$ cat src/rtl/dma_rd_arb.sv
`default_nettype none
// +--------------------------------------------------------------------------+
// | dma_rd_arb : round-robin arbiter sharing one DMA read channel between    |
// |              icache refill (req0) and waveform prefetch (req1).          |
// | Option     : define DMA_RD_TIMEOUT_EN to add an ISSUE-phase watchdog.    |
// | Revision   : 1.0                                                         |
// +--------------------------------------------------------------------------+
module dma_rd_arb #(
  parameter int ADDR_W  = 33,
  parameter int DATA_W  = 128,
  parameter int TIMEOUT = 1024
) (
  input  logic              clk,
  input  logic              rst_n,
  input  logic              req0_valid,
  input  logic [ADDR_W-1:0] req0_addr,
  output logic              req0_ack,
  output logic [DATA_W-1:0] req0_data,
  output logic              req0_err,
  input  logic              req1_valid,
  input  logic [ADDR_W-1:0] req1_addr,
  output logic              req1_ack,
  output logic [DATA_W-1:0] req1_data,
  output logic              req1_err,
  output logic              dma_rd_valid,
  output logic [ADDR_W-1:0] dma_rd_addr,
  input  logic              dma_rd_ack,
  input  logic [DATA_W-1:0] dma_rd_data,
  output logic [1:0]        grant,
  output logic              busy
);

  localparam logic [1:0] c_IDLE    = 2'd0;
  localparam logic [1:0] c_ISSUE   = 2'd1;
  localparam logic [1:0] c_RESP    = 2'd2;
  localparam logic [1:0] c_RELEASE = 2'd3;

  logic [1:0] r_state;
  logic       r_last;   // 1 when requester 1 was served most recently
  logic [1:0] w_pick;

  always_comb begin
    w_pick = 2'b00;
    if (req0_valid && req1_valid) w_pick = r_last ? 2'b01 : 2'b10;
    else if (req0_valid)          w_pick = 2'b01;
    else if (req1_valid)          w_pick = 2'b10;
  end

  assign busy = (r_state != c_IDLE);

`ifdef DMA_RD_TIMEOUT_EN
  localparam int c_CNT_W = $clog2(TIMEOUT + 1);
  localparam logic [c_CNT_W-1:0] c_CNT_LAST = c_CNT_W'(TIMEOUT - 1);

  logic [c_CNT_W-1:0] r_cnt;
  logic               w_expire;

  assign w_expire = (r_cnt == c_CNT_LAST);
`else
  assign req0_err = 1'b0;
  assign req1_err = 1'b0;
`endif

  always_ff @(posedge clk or negedge rst_n) begin
    if (!rst_n) begin
      r_state      <= c_IDLE;
      r_last       <= 1'b1;
      grant        <= 2'b00;
      dma_rd_valid <= 1'b0;
      dma_rd_addr  <= '0;
      req0_ack     <= 1'b0;
      req1_ack     <= 1'b0;
      req0_data    <= '0;
      req1_data    <= '0;
`ifdef DMA_RD_TIMEOUT_EN
      r_cnt        <= '0;
      req0_err     <= 1'b0;
      req1_err     <= 1'b0;
`endif
    end else begin
      req0_ack <= 1'b0;
      req1_ack <= 1'b0;
`ifdef DMA_RD_TIMEOUT_EN
      req0_err <= 1'b0;
      req1_err <= 1'b0;
`endif
      case (r_state)
        c_IDLE: begin
          if (|w_pick) begin
            grant        <= w_pick;
            dma_rd_addr  <= w_pick[0] ? req0_addr : req1_addr;
            dma_rd_valid <= 1'b1;
            r_state      <= c_ISSUE;
`ifdef DMA_RD_TIMEOUT_EN
            r_cnt        <= '0;
`endif
          end
        end
        c_ISSUE: begin
          // A DMA ack in the expiry cycle takes priority over the timeout
          if (dma_rd_ack) begin
            dma_rd_valid <= 1'b0;
            r_state      <= c_RESP;
            req0_ack     <= grant[0];
            req1_ack     <= grant[1];
            if (grant[0]) req0_data <= dma_rd_data;
            if (grant[1]) req1_data <= dma_rd_data;
          end
`ifdef DMA_RD_TIMEOUT_EN
          else if (w_expire) begin
            dma_rd_valid <= 1'b0;
            r_state      <= c_RESP;
            req0_ack     <= grant[0];
            req1_ack     <= grant[1];
            req0_err     <= grant[0];
            req1_err     <= grant[1];
            if (grant[0]) req0_data <= '0;
            if (grant[1]) req1_data <= '0;
          end else begin
            r_cnt <= r_cnt + c_CNT_W'(1);
          end
`endif
        end
        c_RESP: begin
          r_last  <= grant[1];
          grant   <= 2'b00;
          r_state <= c_RELEASE;
        end
        c_RELEASE: r_state <= c_IDLE;
        default:   r_state <= c_IDLE;
      endcase
    end
  end

endmodule
`default_nettype wire
$ cat config.mk
export PLATFORM = sky130hd
export DESIGN_NAME = dma_rd_arb
export DESIGN_NICKNAME = d
export VERILOG_FILES = /design/src/rtl/dma_rd_arb.sv
export SDC_FILE = /design/constraint.sdc
export NUM_CORES = 1
export LEC_CHECK = 0
export BUFFER_PORTS_ARGS = -buffer_cell sky130_fd_sc_hd__buf_2
export CORE_AREA = 2 2 195 197
export DETAILED_ROUTE_END_ITERATION = 8
export DIE_AREA = 0 0 197 199
export GPL_ROUTABILITY_DRIVEN = 0
export PLACE_DENSITY = 0.63
export SYNTH_ARGS = -nofsm -noshare
export SYNTH_HDL_FRONTEND = slang
export SYNTH_SLANG_ARGS = --single-unit
$ cat constraint.sdc
create_clock -name clk -period 2.14 [get_ports clk]
set_input_delay 0.642 -clock clk [delete_from_list [all_inputs] [get_ports clk]]
set_output_delay 0.642 -clock clk [all_outputs]
set_load 0.02 [all_outputs]
==> results by group <==
Clock tree
  • CTS buffer count: 34
  • CTS sink cnt: 297
  • Cts hold-fix bufs: 0
  • CTS tree: done
  • Worst-path clk slew: 60 ps
  • Worst skew pair latency: 520 ps
  • CTS max path bufs: 3
  • H-tree Lvls: 2
  • CTS root buf: clkbuf_16

STA
  • Setup TNS: 0 ps
  • Final hold vios: 0
  • Min Clock Period, post-route: 2029 ps
  • Achievable Freq: 0.4928 GHz
  • RSZ-0062 raised after global routing: false
  • Pins over their slew limit: 0
  • # setup viols final: 0
  • Fin crit share: 0.9482
  • Clock skew: 10.85 ps

Floorplan
  • Initial Util: 0.3110
  • Die Wd: 197 microns
  • Site row count: 71
  • Die footprint: 0.03920 sq mm
  • Number of top-level pins: 496
  • Die Ht: 199 microns
  • Core Box Area: 0.03713 sq mm

Final layout
  • Most common cell after layout, fill and taps aside: buf_2
  • Post-layout util: 0.4294
  • Layout cells sized above 1: 0.5492
  • Nets: 1490
  • Most frequent cells in the layout: 491 x buf_2, 296 x dfrtp_1, 129 x mux2_1, 129 x mux2_2, 37 x clkbuf_16
  • Non-filler cells, final: 1786
  • Area growth syn-to-layout: 38.05%

Placed design
  • Detailed placement HPWL: 23750 microns
  • Cells after DPL: 1721
  • Port bufs: 493

Critical path
  • R2R Path End: req0_data[51]
  • Max Fanout on Critical Path: 3
  • Crit Path Class: flop to primary output
  • Reg2reg path depth: 7
  • Crit-path max cell delay: 400 ps
  • Critical Path RT: 1500 ps
  • CP Capture Type: primary output
  • Crit-path slowest cell: dfrtp_1
  • Reg-to-reg slack, setup: 190 ps
  • Critical path's top delay family: flip-flops
  • RR Startpoint: r_state[1]
  • Startpoint types: flop
  • CP Cell Sequence: inv_2 -> ha_4 -> inv_1 -> buf_4
  • Buf+Inv Stages, Crit Path: 3
  • Worst EP arrival: 1390 ps

Power
  • Switching Power: 9.769 mW
  • Internal Power: 15.85 mW
  • Sequential share of power: 0.372
  • Max VDD drop: 0.9784 mV
  • PD cells: 1607 mW/mm^2
  • Lkg Pwr: 8.155 nW
  • Comb power frac: 0.397
  • Clock power share: 0.231
  • Switch share: 0.3813

Drt
  • Remaining DRCs: 0
  • Final ANT Viol Nets: 0
  • Drt wl/cell: 18.18 microns
  • First drt pass iteration count: 4
  • Post-DR vias/cell: 4.704
  • Total vias in the final route: 8401
  • DRT Wirelength: 32470 microns
  • DRT iter0 DRCs: 221

Global routing
  • Vias in the first global route: 8711
  • Total GRT Usage: 0.1600
  • GRT overflow: 0
  • Initial antenna violation count: 3
  • First-pass GRT wire length: 48890 microns
  • Largest net degree at the start of global routing: 46

Yosys
  • Seq/Total Area, Yosys: 0.6436
  • Synth Flop Type: dfrtp_1
  • Synthesized flop and latch total: 297
  • EDFF count, synth: 0
  • Yosys cell types: 26
  • Syn. warnings: 0
  • Cell Area, Synth: 0.01155 sq mm
  • FFs w/ async S/R, synth: 1.000
  • Mean Syn Cell Area: 15.00 sq um
  • Syn Inst Count: 770

Worst hold path
  • Worst min path class: primary input to async pin

Outcome
  • Outcome: finished clean

Flow run
  • Max-cap violations: 0
[metal layers]
metal / up-vias / wire (microns) / track usage / share of wire
met5: - / 0 / 0 / 0
li1: 3780 / - / - / -
met3: 66 / 2906 / 0.05443 / 0.090
met2: 405 / 15920 / 0.2697 / 0.49
met4: 0 / 973 / 0.05987 / 0.030
met1: 4150 / 12670 / 0.1893 / 0.39
[power by group through the flow]
| stage | clock network (mW) | logic, mW | registers [mW] |
|---|---|---|---|
| global placement | 0 | 10.0 | 9.51 |
| global route | 6.33 | 10.9 | 9.83 |
| floorplan | 0 | 2.94 | 12.7 |
| CTS | 6.12 | 10.3 | 9.54 |
| detailed placement | 0 | 10.2 | 9.58 |
| finish | 5.93 | 10.2 | 9.52 |
[worst max path at each step]
| stage | from | endpoint | slack, ps | cells past startpoint |
|---|---|---|---|---|
| floorplan | r_state[1] | req0_data[33] | 450 | 7 |
| global placement | dma_rd_ack | req0_data[25] | 180 | 5 |
| detailed placement | r_state[1] | req0_data[27] | 130 | 6 |
| CTS | r_state[1] | busy | 40 | 4 |
| global route | r_state[1] | busy | 20 | 4 |
| finish | r_state[1] | busy | 110 | 4 |
[cell families after synthesis]
logic type,after synthesis,synth area share
fa+ha+maj,4,0.004333
other cells,1,0.0003247
buf+inv,57,0.03098
flops,297,0.6436
mux,260,0.2533
compound gates,108,0.05102
simple gates,43,0.01647
[registers in the layout (all words and copies together) (netlist names)]
signal / cells
grant: 2
dma_rd_addr: 33
req0_data: 128
req1_data: 128
req0_ack: 1
dma_rd_valid: 1
req1_ack: 1
r_last: 1
r_state: 2
[synthesized netlist by cell type, types with 2 or more instances]
master | number | area [sq um]
buf_2 | 16 | 80.08
ha_1 | 4 | 50.05
inv_1 | 6 | 22.52
nand3_2 | 2 | 20.02
buf_8 | 7 | 105.1
clkbuf_1 | 14 | 52.55
o21ai_0 | 36 | 180.2
a21oi_1 | 34 | 170.2
buf_4 | 12 | 90.09
mux2_1 | 129 | 1453
nor2_1 | 35 | 131.4
mux2i_1 | 2 | 20.02
a31oi_1 | 35 | 219.0
nor3b_1 | 2 | 15.01
mux2_2 | 129 | 1453
dfrtp_1 | 296 | 7407
inv_2 | 2 | 7.510
[area by class of cell]
type,count,area (sq um)
clock inverters,7,85.08
diodes,1,2.502
flip-flops and latches,297,7433
multi-input cells,417,3786
repair buffers,529,2925
inverters,8,42.54
fillers,3457,21190
well taps,474,593.1
clock buffers,53,1076
[timing repair]
| item | in CTS | in global routing |
|---|---|---|
| pin swaps | 1 | 0 |
| gates resized for setup | 5 | 3 |
| setup endpoints to repair | 1 | 66 |
| buffers inserted | 4 | 0 |
[metrics by stage]
step                setup WS (ps)  instance area, sq um  power, mW  hold WS [ps]
finish                      110.9                 15940      25.62         33.83
global placement            178.1                 14730      19.56         461.7
detailed placement          133.2                 14730      19.80         470.7
global route                17.11                 15940      27.06         44.46
CTS                         42.82                 15930      25.97         26.01
floorplan                   451.1                 11550      15.60         346.4
Note: power is estimated with default switching activity, not from simulation.
